==> src/rtl/single_unit_rr_arbiter_if.sv <==
// Requester-side channels of the shared-unit arbiter: one request and one
// response valid/ready pair per requester, with flat 32-bit data lanes.
interface single_unit_rr_arbiter_if #(
   parameter int N_REQ = 4
);
   logic [N_REQ-1:0]    req_valid;
   logic [32*N_REQ-1:0] req_data;
   logic [N_REQ-1:0]    req_ready;
   logic [N_REQ-1:0]    rsp_valid;
   logic [32*N_REQ-1:0] rsp_data;
   logic [N_REQ-1:0]    rsp_ready;

   modport master (
      output req_valid, req_data, rsp_ready,
      input  req_ready, rsp_valid, rsp_data
   );

   modport slave (
      input  req_valid, req_data, rsp_ready,
      output req_ready, rsp_valid, rsp_data
   );
endinterface

==> src/rtl/single_unit_rr_arbiter.sv <==
// Round-robin sharing of one fixed-latency, non-stallable unit among N_REQ
// requesters; a tag pipeline routes each result to its owner's response buffer.
module single_unit_rr_arbiter #(
   parameter int N_REQ   = 4,
   parameter int LATENCY = 1,
   parameter int ID_W    = $clog2(N_REQ)
) (
   input  logic                    clk,
   input  logic                    rst_n,
   single_unit_rr_arbiter_if.slave req_if,
   output logic                    unit_in_valid,
   output logic [31:0]             unit_a,
   input  logic                    unit_out_valid,
   input  logic [31:0]             unit_c,
   output logic                    err
);
   localparam int GW = $clog2(LATENCY + 2);

   logic [N_REQ-1:0]    inflight;
   logic [N_REQ-1:0]    rsp_valid_q;
   logic [32*N_REQ-1:0] rsp_data_q;
   logic [N_REQ-1:0]    busy;
   logic [N_REQ-1:0]    eligible;
   logic [N_REQ-1:0]    grant;
   logic [ID_W-1:0]     rr_ptr;
   logic [ID_W-1:0]     win_id;
   logic                win_found;
   logic [31:0]         win_data;
   logic [ID_W:0]       scan_idx;
   logic [LATENCY:0]    tag_v;
   logic [ID_W-1:0]     tag_id [LATENCY+1];
   logic [GW-1:0]       guard;
   logic                guard_done;
   logic                cap_en;
   logic [ID_W-1:0]     cap_id;

   // Busy uses only registered state, so a pop this cycle frees the slot next cycle.
   assign busy       = inflight | rsp_valid_q;
   assign eligible   = req_if.req_valid & ~busy;
   assign guard_done = (guard == '0);
   assign cap_en     = guard_done & unit_out_valid & tag_v[LATENCY];
   assign cap_id     = tag_id[LATENCY];

   always_comb begin
      win_found = 1'b0;
      win_id    = '0;
      scan_idx  = '0;
      for (int off = 0; off < N_REQ; off++) begin
         scan_idx = {1'b0, rr_ptr} + (ID_W+1)'(off);
         if (scan_idx >= (ID_W+1)'(N_REQ))
            scan_idx = scan_idx - (ID_W+1)'(N_REQ);
         if (!win_found && eligible[scan_idx[ID_W-1:0]]) begin
            win_found = 1'b1;
            win_id    = scan_idx[ID_W-1:0];
         end
      end
   end

   always_comb begin
      grant    = '0;
      win_data = '0;
      for (int i = 0; i < N_REQ; i++) begin
         if (win_found && win_id == ID_W'(i)) begin
            grant[i] = 1'b1;
            win_data = req_if.req_data[32*i +: 32];
         end
      end
   end

   assign req_if.req_ready = grant;
   assign req_if.rsp_valid = rsp_valid_q;
   assign req_if.rsp_data  = rsp_data_q;

   always_ff @(posedge clk or negedge rst_n) begin
      if (!rst_n) begin
         unit_in_valid <= 1'b0;
         unit_a        <= '0;
         rr_ptr        <= '0;
         inflight      <= '0;
         rsp_valid_q   <= '0;
         rsp_data_q    <= '0;
         err           <= 1'b0;
         tag_v         <= '0;
         guard         <= GW'(LATENCY + 1);
         for (int s = 0; s <= LATENCY; s++)
            tag_id[s] <= '0;
      end else begin
         unit_in_valid <= win_found;
         if (win_found) begin
            unit_a <= win_data;
            rr_ptr <= (win_id == ID_W'(N_REQ - 1)) ? '0 : win_id + ID_W'(1);
         end

         tag_v[0]  <= win_found;
         tag_id[0] <= win_id;
         for (int s = 1; s <= LATENCY; s++) begin
            tag_v[s]  <= tag_v[s-1];
            tag_id[s] <= tag_id[s-1];
         end

         if (!guard_done)
            guard <= guard - GW'(1);

         for (int i = 0; i < N_REQ; i++) begin
            if (win_found && win_id == ID_W'(i))
               inflight[i] <= 1'b1;
            else if (cap_en && cap_id == ID_W'(i))
               inflight[i] <= 1'b0;

            // Capture takes priority over a same-cycle pop; that collision is flagged below.
            if (cap_en && cap_id == ID_W'(i)) begin
               rsp_valid_q[i]         <= 1'b1;
               rsp_data_q[32*i +: 32] <= unit_c;
            end else if (rsp_valid_q[i] && req_if.rsp_ready[i]) begin
               rsp_valid_q[i] <= 1'b0;
            end
         end

         if (guard_done && (unit_out_valid != tag_v[LATENCY]))
            err <= 1'b1;
         if (cap_en && rsp_valid_q[cap_id])
            err <= 1'b1;
      end
   end
endmodule

==> src/flat_wrapper.sv <==
// flat-port wrapper written by rule: the top's interface ports become plain ports
module single_unit_rr_arbiter_flat 
#(
   parameter int N_REQ   = 4,
   parameter int LATENCY = 1,
   parameter int ID_W    = $clog2(N_REQ)
)
  (clk, rst_n, unit_in_valid, unit_a, unit_out_valid, unit_c, err, req_if_req_valid, req_if_req_data, req_if_rsp_ready, req_if_req_ready, req_if_rsp_valid, req_if_rsp_data);
  single_unit_rr_arbiter_if #(.N_REQ(N_REQ)) req_if_i ();
  input  logic clk;
  input  logic rst_n;
  output logic unit_in_valid;
  output logic [31:0] unit_a;
  input  logic unit_out_valid;
  input  logic [31:0] unit_c;
  output logic err;
  input wire logic [$bits(req_if_i.req_valid)-1:0] req_if_req_valid;
  input wire logic [$bits(req_if_i.req_data)-1:0] req_if_req_data;
  input wire logic [$bits(req_if_i.rsp_ready)-1:0] req_if_rsp_ready;
  output wire logic [$bits(req_if_i.req_ready)-1:0] req_if_req_ready;
  output wire logic [$bits(req_if_i.rsp_valid)-1:0] req_if_rsp_valid;
  output wire logic [$bits(req_if_i.rsp_data)-1:0] req_if_rsp_data;
  assign req_if_i.req_valid = req_if_req_valid;
  assign req_if_i.req_data = req_if_req_data;
  assign req_if_i.rsp_ready = req_if_rsp_ready;
  assign req_if_req_ready = req_if_i.req_ready;
  assign req_if_rsp_valid = req_if_i.rsp_valid;
  assign req_if_rsp_data = req_if_i.rsp_data;
  single_unit_rr_arbiter #(.N_REQ(N_REQ), .LATENCY(LATENCY), .ID_W(ID_W)) u_core (.clk(clk), .rst_n(rst_n), .req_if(req_if_i), .unit_in_valid(unit_in_valid), .unit_a(unit_a), .unit_out_valid(unit_out_valid), .unit_c(unit_c), .err(err));
endmodule
==> config.mk <==
export PLATFORM = sky130hd
export DESIGN_NAME = single_unit_rr_arbiter_flat
export DESIGN_NICKNAME = d
export VERILOG_FILES = /design/src/rtl/single_unit_rr_arbiter_if.sv /design/src/rtl/single_unit_rr_arbiter.sv /design/src/flat_wrapper.sv
export SDC_FILE = /design/constraint.sdc
export NUM_CORES = 1
export LEC_CHECK = 0
export CAP_MARGIN = 10
export CORE_MARGIN = 4
export CORE_UTILIZATION = 43
export CTS_BUF_LIST = sky130_fd_sc_hd__clkbuf_4 sky130_fd_sc_hd__clkbuf_8 sky130_fd_sc_hd__clkbuf_16
export DETAILED_ROUTE_END_ITERATION = 12
export PLACE_DENSITY_LB_ADDON = 0.05
export SLEW_MARGIN = 20
export SYNTH_ARGS = -nofsm -noshare
export SYNTH_HDL_FRONTEND = slang
export SYNTH_SLANG_ARGS = --single-unit
==> constraint.sdc <==
create_clock -name clk -period 5.34 [get_ports clk]
set_clock_uncertainty 0.2 [all_clocks]
set_input_delay 1.602 -clock clk [delete_from_list [all_inputs] [get_ports clk]]
set_output_delay 1.602 -clock clk [all_outputs]
set_load 0.03 [all_outputs]
==> impl_metrics.env, run 1 <==
export IMPL_synth_edf_count=0
export IMPL_die_area_mm2=0.0210
export IMPL_crit_type="primary input to output pin"
export IMPL_track_usage_pct=21.6
export IMPL_drtAntennaViolNets=0
export IMPL_drt_vias_per_instance=5.10
export IMPL_ios=341
export IMPL_required_ns=3.54
export IMPL_synthCells=681
export IMPL_crit_path_end_kind="output pin"
export IMPL_p_int_mw=4.80
export IMPL_finalSetupTns_ns=0
export IMPL_irDropWorstVdd_uv=378
export IMPL_floorplan_rows=49
export IMPL_hold_class="flip-flop to flip-flop"
export IMPL_cpPeakStageDelay_ns=0.48
export IMPL_synth_most_common_cell="dfrtp_1"
export IMPL_drtIter0Drc=229
export IMPL_dp_cells=1216
export IMPL_power_frac_comb_pct=56.4
export IMPL_drive_above_1_share_pct=18.5
export IMPL_hold_viol=0
export IMPL_synth_top_area_share_pct=55.3
export IMPL_n_antenna_cell=0
export IMPL_synth_area_mm2=0.00805
export IMPL_seqPwrFrac_pct=28.3
export IMPL_antenna_found_initial=0
export IMPL_fin_cells=1248
export IMPL_grt_pass1_wl_mm=34.6
export IMPL_ctsHtreeMaxLevel=4
export IMPL_gr_total_overflow=0
export IMPL_die_w_um=145
export IMPL_die_h_um=145
export IMPL_cts_sinks=179
export IMPL_final_util_pct=66.8
export IMPL_pwr_density_cell_mw_per_mm2=694
export IMPL_clock_fmax_ghz=0.192
export IMPL_critical_path_startpoint="req_if_req_valid[0]"
export IMPL_p_sw_mw=3.63
export IMPL_worstPathCellList="clkdlybuf4s50_1, nor3b_2, mux2i_1, a2bb2oi_2, o21a_1, ha_2, and2_1, buf_12"
export IMPL_r2r_start="u_core.req_if.rsp_valid[0]"
export IMPL_ys_types=42
export IMPL_root_buffer="clkbuf_16"
export IMPL_grt_max_degree=85
export IMPL_postSynthAreaPerCell_um2=11.8
export IMPL_postSynth_asyncResetShare_pct=100
export IMPL_relSlewSlack_pct=38.0
export IMPL_yosysWarnings=0
export IMPL_synthesis_nets=857
export IMPL_cp_top_family="buffers and inverters"
export IMPL_switching_share_pct=43.0
export IMPL_crit_buf_inv=2
export IMPL_cp_arrival_ns=3.41
export IMPL_dr_pass1_iters=4
export IMPL_slew_viol_final=0
export IMPL_vias=6370
export IMPL_clockPowerShare_pct=15.3
export IMPL_min_delay_start="u_core.tag_id[2]"
export IMPL_fin_nets=1182
export IMPL_power_mw=8.43
export IMPL_post_route_min_period_ns=5.21
export IMPL_coreArea_mm2=0.0182
export IMPL_grt_pass1_vias=6180
export IMPL_cp_max_fo=3
export IMPL_wl_per_cell_um=18.5
export IMPL_ys_seq_area_share_pct=55.6
export IMPL_clock_latency_ns=0.42
export IMPL_clk_pin_slew_ns=0.07
export IMPL_synthTopCellsByCount="dfrtp_1 (178), mux2_2 (121), nand2_1 (70)"
export IMPL_routed_wl_mm=23.1
export IMPL_area_delta_synth_final_pct=51.0
export IMPL_dp_hpwl_mm=16.8
export IMPL_drc_errors=0
export IMPL_synth_top_flop_cell="dfrtp_1"
export IMPL_rsz0062_at_grt="no"
export IMPL_cpMaxStageDelayCell="clkdlybuf4s50_1"
export IMPL_ys_ff_latch=179
export IMPL_numCtsBuffers=17
export IMPL_port_buffers=340
export IMPL_clock_path_buffers=2
export IMPL_cts_tree="yes"
export IMPL_maxCapViolCount=0
export IMPL_cts_hold_buf=0
export IMPL_gp_congestion=0.836
export IMPL_yosysTopAreaCell="dfrtp_1"
export IMPL_outcome="finished clean"
export IMPL_setup_viol=0
export IMPL_timing_final_crit_share_pct=97.6
export IMPL_leakage_nw=5.20
export IMPL_worst_slew_pin_transition_ns=0.927
export IMPL_synth_area_leaders="dfrtp_1 (55%), mux2_2 (17%), a21oi_1 (4.2%)"
export IMPL_startpoint_type="primary input"
export IMPL_start_util_pct=44.2
-- what timing repair did --
action,in CTS,in global routing
hold endpoints to repair,0,0
resized for setup,0,3
buffers inserted,0,0
endpoints found under the setup margin,0,4
-- flip-flops by register name, indices dropped and copies added, names as in the netlist --
signal	flops
u_core.cap_id	2
u_core.err	1
u_core.guard	2
u_core.inflight	4
u_core.req_if.rsp_data	128
u_core.req_if.rsp_valid	4
u_core.rr_ptr	2
u_core.tag_id	2
u_core.tag_v	2
u_core.unit_a	32
-- worst paths after layout --
path | end | slack (ns) | depth (start not counted)
setup reg to reg | u_core.unit_a[13] | 2.02 | 9
max in group asynchronous | u_core.req_if.rsp_data[23] | 3.03 | 2
setup / recovery | req_if_req_ready[3] | 0.13 | 8
hold / removal | u_core.cap_id[0] | 0.15 | 0
min in group asynchronous | u_core.req_if.rsp_data[38] | 1.01 | 1
hold reg to reg | u_core.cap_id[0] | 0.15 | 0
-- metal layers --
metal | vias to the layer above | GRT usage, % | part of all wire, %
met5 | - | 0 | 0
met4 | 0 | 7.12 | 2.2
met3 | 30 | 7.49 | 8.3
met2 | 244 | 36.3 | 50
met1 | 3090 | 25.9 | 40
li1 | 3006 | - | -
-- power groups by stage --
stage	Combinational (mW)	Clock (mW)	Sequential, mW
after floorplan	1.78	0	3.59
after global placement	4.74	0	2.39
after detailed placement	4.78	0	2.41
after CTS	4.80	1.32	2.39
after global routing	5.09	1.37	2.47
final	4.76	1.29	2.39
-- cells by family (layout without fill, tap and decap cells) --
| kind of cell | count (synthesis) | count (layout) | synth area share, % |
|---|---|---|---|
| compound gates | 150 | 150 | 11.6 |
| buf+inv | 89 | 427 | 6.21 |
| flops | 179 | 179 | 55.6 |
| fa+ha+maj | 5 | 5 | 0.777 |
| xor+xnor | 1 | 1 | 0.109 |
| mux | 130 | 130 | 18.1 |
| simple gates | 127 | 127 | 7.53 |
-- area by class of cell --
type	count	area, um2
inverter	42	158
tap	229	287
sequential	179	4480
multi-input combinational	413	3090
timing repair buffer	353	3530
clock inverter	13	166
clock buffer	19	447
fill	1468	6050
-- stage by stage --
stage	area (um2)	hold slack, ns	setup WS (ns)
final	12200	0.151	0.126
after global routing	12200	0.172	0.0331
after global placement	11500	0.144	0.151
after floorplan	8050	0.131	0.266
after CTS	12100	0.157	0.117
after detailed placement	11500	0.143	0.130
-- layout by cell type (no fill, tap or decap), drive strengths merged, types with 2 or more instances in the layout --
| cell type | instances |
|---|---|
| or2 | 2 |
| clkdlybuf4s50 | 335 |
| a211oi | 32 |
| bufinv | 2 |
| mux2 | 128 |
| o21bai | 2 |
| nor2 | 38 |
| nor3b | 4 |
| o21ai | 9 |
| clkinvlp | 2 |
| a21o | 3 |
| a21oi | 68 |
| o31ai | 32 |
| mux2i | 2 |
| nand3 | 2 |
| dfrtp | 178 |
| clkinv | 3 |
| ha | 5 |
| nand2 | 71 |
| inv | 48 |
| and2 | 4 |
| buf | 18 |
| clkbuf | 19 |
Power figures use the tool's default switching activity.
==> run 2, diff against run 1 <==
PLACE_DENSITY = 0.77   (was unset)
PLACE_DENSITY_LB_ADDON = unset   (was 0.05)
==> run 2 against run 1 <==
Hold slack better by 0.038 ns; setup slack worse by 0.0060 ns; total power shrank 1.0%; die area unchanged; largest cell class unchanged.
==> impl_metrics.env, run 2 (synthesis gave the netlist of run 1 again) <==
export IMPL_hold_viol=0
export IMPL_largest_register_ffs=128
export IMPL_final_util_pct=66.3
export IMPL_cpMaxStageDelayCell="clkdlybuf4s50_1"
export IMPL_cp_top_family="simple AND/OR/NAND/NOR gates"
export IMPL_drive_above_1_share_pct=18.4
export IMPL_crit_type="primary input to output pin"
export IMPL_die_w_um=145
export IMPL_area_delta_synth_final_pct=49.8
export IMPL_worst_slew_pin_transition_ns=0.974
export IMPL_floorplan_rows=49
export IMPL_vias=6414
export IMPL_design_area_mm2=0.0121
export IMPL_critical_path_startpoint="req_if_req_valid[2]"
export IMPL_cp_max_fo=4
export IMPL_r2r_start="u_core.rr_ptr[1]"
export IMPL_drtIter0Drc=204
export IMPL_grt_pass1_wl_mm=35.7
export IMPL_min_delay_start="u_core.tag_id[3]"
export IMPL_startpoint_type="primary input"
export IMPL_required_ns=3.54
export IMPL_power_frac_comb_pct=57.0
export IMPL_p_sw_mw=3.66
export IMPL_crit_buf_inv=2
export IMPL_coreArea_mm2=0.0182
export IMPL_clock_fmax_ghz=0.192
export IMPL_ios=341
export IMPL_wl_per_cell_um=19.3
export IMPL_fin_nets=1182
export IMPL_gr_total_overflow=0
export IMPL_grt_max_degree=78
export IMPL_finalSetupTns_ns=0
export IMPL_leakage_nw=5.16
export IMPL_switching_share_pct=43.8
export IMPL_clockPowerShare_pct=14.0
export IMPL_grt_pass1_vias=6369
export IMPL_seqPwrFrac_pct=29.0
export IMPL_pwr_density_cell_mw_per_mm2=692
export IMPL_worstPathCellList="clkdlybuf4s50_1, nor3b_2, nor2b_1, nor2_1, o21ai_0, ha_1, and2_1, buf_4"
export IMPL_clock_latency_ns=0.43
export IMPL_cts_hold_buf=0
export IMPL_hold_slack_ns=0.189
export IMPL_clock_path_buffers=2
export IMPL_rsz0062_at_grt="no"
export IMPL_numCtsBuffers=17
export IMPL_cts_tree="yes"
export IMPL_cp_arrival_ns=3.42
export IMPL_port_buffers=340
export IMPL_clk_pin_slew_ns=0.07
export IMPL_finalWorstSetupSlack_ns=0.120
export IMPL_maxCapViolCount=0
export IMPL_layout_cells_most_common="clkdlybuf4s50_1"
export IMPL_cts_sinks=179
export IMPL_antenna_found_initial=0
export IMPL_n_antenna_cell=0
export IMPL_post_route_min_period_ns=5.22
export IMPL_p_int_mw=4.69
export IMPL_routed_wl_mm=24.1
export IMPL_timing_final_crit_share_pct=97.7
export IMPL_hold_class="flip-flop to flip-flop"
export IMPL_drt_vias_per_instance=5.14
export IMPL_outcome="finished clean"
export IMPL_die_area_mm2=0.0210
export IMPL_layout_common_cells="clkdlybuf4s50_1 (335), dfrtp_1 (178), mux2_2 (121)"
export IMPL_cpPeakStageDelay_ns=0.47
export IMPL_drc_errors=0
export IMPL_root_buffer="clkbuf_16"
export IMPL_drtAntennaViolNets=0
export IMPL_dp_hpwl_mm=18.0
export IMPL_ctsHtreeMaxLevel=4
export IMPL_cts_setup_buffers=0
export IMPL_irDropWorstVdd_uv=556
export IMPL_gp_congestion=0.858
export IMPL_post_place_ws_ns=0.133
export IMPL_slew_viol_final=0
export IMPL_dr_pass1_iters=4
export IMPL_dpl_cell_area_mm2=0.0115
export IMPL_die_h_um=145
export IMPL_start_util_pct=44.2
export IMPL_track_usage_pct=22.4
export IMPL_crit_path_end_kind="output pin"
export IMPL_relSlewSlack_pct=34.9
export IMPL_setup_viol=0
run 2: cell types whose count changed in the layout (fill, tap and decap cells not counted), sizes merged:
cell	delta
inv	-2
clkinvlp	+2
bufinv	-2
clkbuf	+1
run 2: power groups by stage:
stage / clock network, mW / registers (mW) / logic [mW]
finish: 1.17 / 2.42 / 4.76
global route: 1.25 / 2.50 / 5.06
CTS: 1.20 / 2.42 / 4.79
detailed placement: 0 / 2.44 / 4.79
global placement: 0 / 2.42 / 4.71
floorplan: 0 / 3.59 / 1.78
run 2: worst reg2reg max path: cells and delay by family (launching register included):
| kind | cells | cell delay [ns] |
|---|---|---|
| simple gates | 3 | 1.20 |
| compound gates | 4 | 0.72 |
| buf+inv | 1 | 0.49 |
| flops | 1 | 0.45 |
| fa+ha+maj | 1 | 0.23 |
run 2: layer usage:
layer	track usage (%)	wire [um]	vias up
met2	38.0	12000	267
li1	-	-	3016
met3	7.76	2110	40
met4	8.35	779	0
met1	26.3	9260	3091
met5	0	0	-
run 2: path summary, 6_finish.rpt:
path,endpoint,slack (ns),cells after the start
max in group asynchronous,u_core.guard[1],2.91,2
min in group asynchronous,u_core.inflight[0],0.99,1
max,req_if_req_ready[0],0.12,8
max reg2reg,u_core.unit_a[28],1.94,9
min,u_core.cap_id[1],0.19,0
min reg2reg,u_core.cap_id[1],0.19,0
run 2: layout make-up:
type / count / area (um2)
timing repair buffer: 353 / 3500
tap: 229 / 287
multi-input combinational: 413 / 3080
clock buffer: 20 / 454
inverter: 42 / 158
sequential: 179 / 4480
fill: 1450 / 6140
clock inverter: 11 / 96.3
run 2: metrics by stage:
stage | std cells | total power [mW]
floorplan | 681 | 5.38
global placement | 1216 | 7.13
detailed placement | 1216 | 7.23
CTS | 1247 | 8.41
global route | 1247 | 8.81
finish | 1247 | 8.35
run 2: what timing repair did:
| item | 4_1_cts | 5_1_grt |
|---|---|---|
| endpoints found under the hold margin | 0 | 0 |
| setup endpoints to repair | 0 | 4 |
| gates resized for setup | 0 | 1 |
==> run 3, diff against run 2 <==
SETUP_SLACK_MARGIN = 0.5   (was unset)
==> run 3 against run 2 <==
Routed wire length is 2.0% higher; cell count is 1.0% higher; combinational power rose by 3%; sequential cell count stayed put; critical path depth did not move.
==> impl_metrics.env, run 3 (synthesis gave the netlist of run 1 again) <==
export IMPL_outcome="finished clean"
export IMPL_layout_common_cells="clkdlybuf4s50_1 (331), dfrtp_1 (178), mux2_2 (121)"
export IMPL_numCtsBuffers=17
export IMPL_largest_register_ffs=128
export IMPL_leakage_nw=5.27
export IMPL_finalWorstSetupSlack_ns=0.559
export IMPL_drc_errors=0
export IMPL_drtIter0Drc=198
export IMPL_die_area_mm2=0.0210
export IMPL_area_delta_synth_final_pct=53.0
export IMPL_design_area_mm2=0.0123
export IMPL_clock_path_buffers=2
export IMPL_setup_viol=0
export IMPL_gp_congestion=0.910
export IMPL_fin_nets=1191
export IMPL_hold_viol=0
export IMPL_root_buffer="clkbuf_16"
export IMPL_die_h_um=145
export IMPL_dp_hpwl_mm=18.2
export IMPL_seqPwrFrac_pct=28.3
export IMPL_drt_vias_per_instance=5.15
export IMPL_cts_hold_buf=0
export IMPL_floorplan_rows=49
export IMPL_clockPowerShare_pct=14.7
export IMPL_die_w_um=145
export IMPL_dpl_cell_area_mm2=0.0115
export IMPL_coreArea_mm2=0.0182
export IMPL_grt_pass1_wl_mm=36.5
export IMPL_dr_pass1_iters=6
export IMPL_hold_class="flip-flop to flip-flop"
export IMPL_drtAntennaViolNets=0
export IMPL_power_mw=8.59
export IMPL_post_route_min_period_ns=4.78
export IMPL_relSlewSlack_pct=32.2
export IMPL_cp_max_fo=3
export IMPL_vias=6495
export IMPL_switching_share_pct=43.1
export IMPL_cts_tree="yes"
export IMPL_crit_type="primary input to output pin"
export IMPL_drive_above_1_share_pct=20.7
export IMPL_nFillCells=1405
export IMPL_maxCapViolCount=0
export IMPL_rsz0062_at_grt="no"
export IMPL_cp_arrival_ns=2.98
export IMPL_ios=341
export IMPL_track_usage_pct=23.0
export IMPL_cts_sinks=179
export IMPL_seq_area_mm2=0.00448
export IMPL_finalSetupTns_ns=0
export IMPL_layout_cells_most_common="clkdlybuf4s50_1"
export IMPL_hold_slack_ns=0.157
export IMPL_port_buffers=340
export IMPL_post_place_ws_ns=0.184
export IMPL_pwr_density_cell_mw_per_mm2=697
export IMPL_required_ns=3.54
export IMPL_ctsHtreeMaxLevel=4
export IMPL_fin_cells=1260
export IMPL_routed_wl_mm=24.6
export IMPL_grt_pass1_vias=6556
export IMPL_wl_per_cell_um=19.5
export IMPL_power_frac_comb_pct=57.0
export IMPL_clk_pin_slew_ns=0.07
export IMPL_startpoint_type="primary input"
export IMPL_slew_viol_final=0
export IMPL_p_int_mw=4.89
export IMPL_worst_slew_pin_transition_ns=1.01
export IMPL_clock_latency_ns=0.42
export IMPL_multiInputGateArea_mm2=0.00320
export IMPL_grt_max_degree=78
export IMPL_timing_final_crit_share_pct=89.5
export IMPL_p_sw_mw=3.70
export IMPL_crit_path_end_kind="output pin"
export IMPL_antenna_found_initial=3
export IMPL_final_util_pct=67.7
export IMPL_irDropWorstVdd_uv=418
export IMPL_gr_total_overflow=0
export IMPL_clock_fmax_ghz=0.209
export IMPL_dp_cells=1217
export IMPL_start_util_pct=44.2
run 3: worst paths after layout:
check / start / endpoint / slack [ns] / cells after the start
min: u_core.tag_id[2] / u_core.cap_id[0] / 0.16 / 0
max reg2reg: u_core.rr_ptr[1] / u_core.unit_a[3] / 1.95 / 11
min reg2reg: u_core.tag_id[2] / u_core.cap_id[0] / 0.16 / 0
max: req_if_req_valid[2] / req_if_req_ready[2] / 0.56 / 8
max in group asynchronous: rst_n / u_core.req_if.rsp_data[19] / 2.83 / 2
min in group asynchronous: rst_n / u_core.inflight[1] / 1.00 / 1
run 3: area by class of cell:
type | count | share of cell area [%]
Antenna cell | 3 | 0.0609
Clock inverter | 12 | 1.19
Inverter | 42 | 1.28
Timing Repair Buffer | 362 | 29.1
Sequential cell | 179 | 36.4
Clock buffer | 20 | 3.74
Multi-Input combinational cell | 413 | 26.0
Tap cell | 229 | 2.32
run 3: layer usage:
metal,up-vias,track usage (%),share of wire [%]
li1,3036,-,-
met1,3144,26.2,38
met2,272,39.3,51
met3,43,8.35,8.9
met4,0,8.79,3.0
met5,-,0,0
run 3: worst max-delay path, cell delays in order:
cell and delay, ns:
clkdlybuf4s15_1 0.17, nor3b_4 0.24, nor2b_2 0.20, nor2_1 0.09, o21ai_2 0.19, ha_2 0.21, and2_4 0.15, buf_6 0.13
run 3: what timing repair did:
item                       4_1_cts  5_1_grt
pin swaps                        9        6
hold endpoints to repair         0        0
buffers inserted                 7        1
setup endpoints to repair        4        4
gates resized for setup         29        8
run 3: power by group through the flow:
stage / clock, mW / sequential, mW / combinational (mW)
floorplan: 0 / 3.60 / 1.80
global placement: 0 / 2.41 / 4.75
detailed placement: 0 / 2.45 / 4.82
CTS: 1.30 / 2.44 / 4.92
global route: 1.36 / 2.51 / 5.22
finish: 1.26 / 2.43 / 4.90
